--- src/rtl/click_counter.sv ---
// rtl/click_counter.sv - debounced two-button BCD click counter with 4-digit display scan
module click_counter #(
  parameter int DB_CNT   = 500000,
  parameter int SCAN_DIV = 50000
) (
  input  logic        clk,
  input  logic        rst,
  input  logic        btn_inc,
  input  logic        btn_clr,
  output logic [3:0]  num,
  output logic [3:0]  an,
  output logic [15:0] count_bcd,
  output logic        ovf
);

  localparam int DB_W = $clog2(DB_CNT + 1);
  localparam int SC_W = $clog2(SCAN_DIV);
  localparam logic [DB_W-1:0] DB_LAST = DB_W'(DB_CNT - 1);
  localparam logic [DB_W-1:0] DB_ONE  = DB_W'(1);
  localparam logic [SC_W-1:0] SC_LAST = SC_W'(SCAN_DIV - 1);
  localparam logic [SC_W-1:0] SC_ONE  = SC_W'(1);

  // Per-button vectors: bit 0 is the increment button, bit 1 the clear button.
  logic [1:0]      sync_a;
  logic [1:0]      sync_b;
  logic [1:0]      sync_fill;
  logic [1:0]      db_lvl;
  logic [1:0]      db_lvl_d;
  logic [1:0]      armed;
  logic [1:0]      press;
  logic [DB_W-1:0] db_cnt [2];
  logic            inc_ev;
  logic            clr_ev;

  logic [15:0]     count_next;
  logic            carry;

  logic [SC_W-1:0] presc;
  logic [1:0]      digit_idx;
  logic [1:0]      num_idx;
  logic            an_vld;

  // Two-flop synchronizers; sync_fill marks when sync_b holds a real post-reset sample.
  always_ff @(posedge clk) begin
    if (!rst) begin
      sync_a    <= 2'b00;
      sync_b    <= 2'b00;
      sync_fill <= 2'b00;
    end else begin
      sync_a    <= {btn_clr, btn_inc};
      sync_b    <= sync_a;
      sync_fill <= {sync_fill[0], 1'b1};
    end
  end

  // Independent debounce counters: flip the level after DB_CNT consecutive disagreeing cycles.
  always_ff @(posedge clk) begin
    if (!rst) begin
      db_lvl <= 2'b00;
      for (int b = 0; b < 2; b++) db_cnt[b] <= '0;
    end else begin
      for (int b = 0; b < 2; b++) begin
        if (sync_b[b] != db_lvl[b]) begin
          if (db_cnt[b] == DB_LAST) begin
            db_lvl[b] <= ~db_lvl[b];
            db_cnt[b] <= '0;
          end else begin
            db_cnt[b] <= db_cnt[b] + DB_ONE;
          end
        end else begin
          db_cnt[b] <= '0;
        end
      end
    end
  end

  // A button only produces presses once it has been seen released after reset,
  // so a level held through reset can never count as a fresh press.
  always_ff @(posedge clk) begin
    if (!rst) begin
      armed    <= 2'b00;
      db_lvl_d <= 2'b00;
    end else begin
      armed    <= armed | ({2{sync_fill[1]}} & ~sync_b);
      db_lvl_d <= db_lvl;
    end
  end

  assign press  = db_lvl & ~db_lvl_d & armed;
  assign inc_ev = press[0];
  assign clr_ev = press[1];

  // Decimal ripple increment; a nibble at 9 (or any stray value above) rolls to 0 and carries.
  always_comb begin
    count_next = count_bcd;
    carry      = 1'b1;
    for (int d = 0; d < 4; d++) begin
      if (carry) begin
        if (count_bcd[d*4 +: 4] >= 4'd9) begin
          count_next[d*4 +: 4] = 4'd0;
        end else begin
          count_next[d*4 +: 4] = count_bcd[d*4 +: 4] + 4'd1;
          carry                = 1'b0;
        end
      end
    end
  end

  // Count register: clear wins over increment; ovf pulses only on the 9999 -> 0000 wrap.
  always_ff @(posedge clk) begin
    if (!rst) begin
      count_bcd <= 16'h0000;
      ovf       <= 1'b0;
    end else begin
      ovf <= 1'b0;
      if (clr_ev) begin
        count_bcd <= 16'h0000;
      end else if (inc_ev) begin
        count_bcd <= count_next;
        ovf       <= carry;
      end
    end
  end

  // Free-running scan prescaler; the digit index steps on each prescaler wrap.
  always_ff @(posedge clk) begin
    if (!rst) begin
      presc     <= '0;
      digit_idx <= 2'd0;
    end else if (presc == SC_LAST) begin
      presc     <= '0;
      digit_idx <= digit_idx + 2'd1;
    end else begin
      presc     <= presc + SC_ONE;
    end
  end

  // Display pipeline: num follows the live count, an trails num by one cycle to match the decoder.
  always_ff @(posedge clk) begin
    if (!rst) begin
      num     <= 4'd0;
      num_idx <= 2'd0;
      an_vld  <= 1'b0;
      an      <= 4'b1111;
    end else begin
      num     <= count_bcd[{digit_idx, 2'b00} +: 4];
      num_idx <= digit_idx;
      an_vld  <= 1'b1;
      an      <= an_vld ? ~(4'b0001 << num_idx) : 4'b1111;
    end
  end

endmodule

--- config.mk ---
export PLATFORM = sky130hd
export DESIGN_NAME = click_counter
export DESIGN_NICKNAME = d
export VERILOG_FILES = /design/src/rtl/click_counter.sv
export SDC_FILE = /design/constraint.sdc
export NUM_CORES = 1
export LEC_CHECK = 0
export ABC_CLOCK_PERIOD_IN_PS = 5500
export CAP_MARGIN = 20
export CORE_UTILIZATION = 66
export CTS_BUF_LIST = sky130_fd_sc_hd__clkbuf_2 sky130_fd_sc_hd__clkbuf_4 sky130_fd_sc_hd__clkbuf_8
export DETAILED_ROUTE_END_ITERATION = 10
export HOLD_SLACK_MARGIN = 0.02
export PLACE_DENSITY_LB_ADDON = 0.05
export SLEW_MARGIN = 20
export SYNTH_ARGS = -nofsm -noshare
export SYNTH_HDL_FRONTEND = slang
export SYNTH_SLANG_ARGS = --single-unit
--- constraint.sdc ---
create_clock -name clk -period 5.5 [get_ports clk]
set_input_delay 0.55 -clock clk [delete_from_list [all_inputs] [get_ports clk]]
set_output_delay 0.55 -clock clk [all_outputs]
set_load 0.005 [all_outputs]
* Word level (Yosys, flattened, before mapping)
Memory sizes are Yosys's and may differ from the RTL's.
Index checks and enable logic that the tools add are counted.
** Operators by class
- Add/sub/neg operators :: 8
- $mul :: 0
- Divide/modulo/power cells :: 0
- Order comparisons :: 4
- Eq/ne operators :: 5
- Shift operators :: 2
- Mux-type cells :: 41
- Bitwise operators :: 18
- Reductions and logical operators :: 9
** Operators with widths (count)
- 19-bit 2-to-1 mux :: 6
- 19-bit by 1-bit adder with 19-bit output (second input constant) :: 2
- 19-bit == test (second input constant) :: 2
- 1-bit 2-to-1 mux :: 31
- 16-bit by 1-bit adder with 16-bit output (second input constant) :: 1
- 4-bit by 1-bit adder with 4-bit output (second input constant) :: 4
- 16-bit == test (second input constant) :: 1
- 4-bit >= comparator (second input constant) :: 4
- 4-bit 2-to-1 mux :: 4
- 16-bit by 5-bit variable part select with 4-bit output :: 1
- 2-bit AND reduction :: 6
- 2-bit AND :: 3
- 1-bit bitwise OR :: 6
- 1-bit inverter :: 5
- 2-bit inverter :: 2
- 4-bit inverter :: 1
- 2-bit OR reduction :: 2
- 4-bit OR reduction :: 1
- 1-bit by 2-bit << shifter with 4-bit output (first input constant) :: 1
- 2-bit by 1-bit adder with 2-bit output (second input constant) :: 1
- 1-bit inequality test :: 2
- 2-bit bitwise OR :: 1
** Storage, ports and cells
- Register bits :: 58
- Latch bits :: 0
- RAM bits :: 38
- Bits in read-only memories :: 0
- Output and inout bits :: 25
- Logic and storage cells :: 107
- Memories :: 1
** Memories
- db_cnt :: words 2, width 19, rd ports 2, clocked after memory_dff 0, wr ports 2, RTL line 31 : logic [DB_W-1:0] db_cnt [2];

* Depth between registers and ports, before layout
An unclocked memory read counts as a cell.
- Depth after elaboration :: 9
- Mapped depth :: 7
- Gate-level depth less buffers :: 6

* Worst setup path after synthesis
No wires, ideal clock.
- Kind :: reg-to-reg
- Start point :: memory db_cnt[1][0] in the netlist's numbering
- End point :: memory db_cnt[1][7] in the netlist's numbering (data pin)
- Setup time :: 0.255 ns
- Arrival time :: 1.758 ns
- Required time :: 5.245 ns
- Slack :: 3.487 ns
- Cell stages (with the launch flop) :: 7
- Path buffers :: 1
- Cell sequence :: edfxtp_1 ha_1 nand3_2 or4_1 o21ai_2 buf_6 nor2_1
** RTL lines (RTL line)
- start: declaration :: 31

==> flow_metrics.tcl <==
set metrics [dict create \
    drcViolationCount 0 \
    startpoint_type "flip-flop" \
    cts_hold_buf 0 \
    power.leakage_nw 1.918 \
    synth_cell_types 53 \
    synth_edf_count 38 \
    holdPathEnd "an[3]" \
    post-route-period-util 0.4433 \
    outcome "finished, final reports clean" \
    grt_setup_unrepaired "no" \
    multi_input_area_um2 2355 \
    pin_count 29 \
    tns_ps 0 \
    fin_crit_ps 2438 \
    r2r-end "db_cnt[1][18]" \
    final-hold-violation-count 0 \
    die_x_um 85.92 \
    nets 543 \
    path_delay_family "compound AO/OA/AOI/OAI gates" \
    critPathSlowestCell "or4_1" \
    grt_max_degree 28 \
    cts_resized 0 \
    worstPathArrival_ps 2550 \
    drt_first_pass_iters 5 \
    path_cells "ha_1, nand3_2, or4_1, o21ai_2, o21ba_2" \
    rows 30 \
    syn_avg_cell_area_um2 10.08 \
    drive_gt1_frac 0.06805 \
    worstHoldPathCells 1 \
    cts_max_level 3 \
    syn_inst 461 \
    yosysWarnings 0 \
    relSlewSlack 0.4809 \
    fmax_mhz 410.1 \
    io_buffers 28 \
    max_cap_viol_count 0 \
    cts.reportedPaths.clkPinSlew_ps 90 \
    drv_slew 0 \
    r2r_slack_ps 3060 \
    routed_via_density 5.552 \
    setup_viol 0 \
    r2r-start "db_cnt[1][0]" \
    timing_worst_setup_path_type "flip-flop to flip-flop" \
    netlist_area_um2 4648 \
    grt_antenna_before_repair 0 \
    start_util 0.6842 \
    clock_latency_ps 350 \
    reg2reg_depth 5 \
    grt_use_total 0.2441 \
    area_delta_synth_final_pct 14.64 \
    tightest_slew_ps 776.4 \
    synth_seq_cells 95 \
    hold_start "num_idx[0]" \
    core_um2 6794 \
    fin_util 0.7843 \
    clock-sinks 95 \
    cp-end-kind "flip-flop" \
    die_h_um 85.92 \
    num_vias 3470 \
    crit_path_max_fanout 17 \
    ant_nets 0 \
    gp_congestion 0.8530 \
    grt_pass1_wl_um 14500 \
    wl_um 8501 \
    mostFrequentLayoutCell "nor2_1" \
    clock-root-buffer "clkbuf_8" \
    cts_tree "done" \
    worstPathRequired_ps 5610 \
    regArea_um2 2282 \
    critPathBufInv 0 \
    ys.flop_type "dfxtp_1" \
    hpwl_um 5963 \
    final_cell_mix "nor2_1, dfxtp_1, edfxtp_1, conb_1, xnor2_1" \
    dieArea_um2 7382 \
    ir_worst_vdd_mv 0.1305 \
    hold-worst-slack_ps 431.8 \
    wire_per_inst_um 13.60 \
    nFillCells 442 \
    cts_setup_buffers 0 \
    powerDensity_nw_per_um2 238.5 \
    grt_pass1_vias 3279 \
    fin_worst_skew_ps 7.520 \
    antenna_cells 0 \
    drt_iter0_drc 125 \
    async_flop_share 0 \
    cts_buffers 9 \
    overflow 0 \
    cpPeakStageDelay_ps 590 \
    holdCritPathClass "flip-flop to flip-flop" \
    ys_seq_area_frac 0.4910 \
    clock_path_buffers 2 \
]
state kept, by name (all words and copies together), names as in the netlist:
name       flops
count_bcd     16
db_lvl_d       2
sync_fill      2
db_cnt        38
armed          2
db_lvl         2
sync_a         2
sync_b         2
num_idx        2
num            4
ovf            1
an             4
presc         16
digit_idx      2
worst reg2reg max path, stage by stage, from the launching register on:
cell      delay [ps]
edfxtp_1         410
ha_1             230
nand3_2          160
or4_1            590
o21ai_2          570
o21ba_2          250
cell families after synthesis:
kind of cell             synth area share
AND/OR/NAND/NOR                    0.2598
flip-flops                         0.4910
XOR/XNOR                          0.08479
AO/OA/AOI/OAI                     0.05653
buffers and inverters             0.03230
adder cells (fa/ha/maj)           0.04038
multiplexers                      0.03446
other                           0.0008068
report_power, final:
part	internal (mW)	switching (mW)	leakage, nW
Combinational	0.0178	0.0252	0.960
Sequential	0.748	0.0196	0.854
Clock	0.219	0.241	0.104
Total	0.985	0.286	1.92
per-stage QoR:
stage | area, um2 | cells | power, mW | setup slack, ps
detailed placement | 5127 | 609 | 0.8260 | 2980
global route | 5329 | 625 | 1.310 | 2948
floorplan | 4787 | 498 | 0.8137 | 3487
CTS | 5329 | 625 | 1.279 | 3059
finish | 5329 | 625 | 1.271 | 3062
global placement | 5127 | 609 | 0.8236 | 3051
how the worst max path moves through the flow:
stage / depth (start not counted) / end / start / slack (ps)
finish: 5 / db_cnt[1][18] / db_cnt[1][0] / 3060
global route: 5 / db_cnt[1][18] / db_cnt[1][0] / 2950
CTS: 5 / db_cnt[1][18] / db_cnt[1][0] / 3060
detailed placement: 4 / count_bcd[10] / rst / 2980
global placement: 4 / count_bcd[10] / rst / 3050
floorplan: 6 / db_cnt[1][7] / db_cnt[1][0] / 3490
synthesized netlist by cell type (4+ instances only):
library cell | instances | area [um2]
nand3b_1 | 4 | 30.03
and2_1 | 17 | 106.4
edfxtp_1 | 38 | 1141
nor2_1 | 61 | 229.0
nand2_1 | 22 | 82.58
nand4_1 | 17 | 106.4
o31ai_1 | 6 | 45.04
o21ai_0 | 9 | 45.04
xor2_1 | 15 | 131.4
ha_1 | 15 | 187.7
xnor2_1 | 30 | 262.8
nor4_1 | 14 | 87.58
mux2i_1 | 7 | 70.07
or4_1 | 4 | 30.03
mux4_2 | 4 | 90.09
or3_1 | 5 | 31.28
and3_1 | 6 | 37.54
clkbuf_1 | 8 | 30.03
a21oi_1 | 13 | 65.06
nor3_1 | 13 | 65.06
nand3_1 | 24 | 120.1
inv_1 | 24 | 90.09
dfxtp_1 | 57 | 1141
metal layers:
layer  GRT usage  part of all wire
met5           0                 0
met4      0.1030             0.015
met1      0.3208              0.46
met3     0.03176             0.041
met2      0.4076              0.49
area by class of cell:
type | count | area share
Timing Repair Buffer | 28 | 0.05259
Tap cell | 96 | 0.02254
Inverter | 24 | 0.01691
Multi-Input combinational cell | 366 | 0.4419
Clock inverter | 6 | 0.01315
Sequential cell | 95 | 0.4283
Clock buffer | 10 | 0.02465
Note: power is estimated with default switching activity, not from simulation.
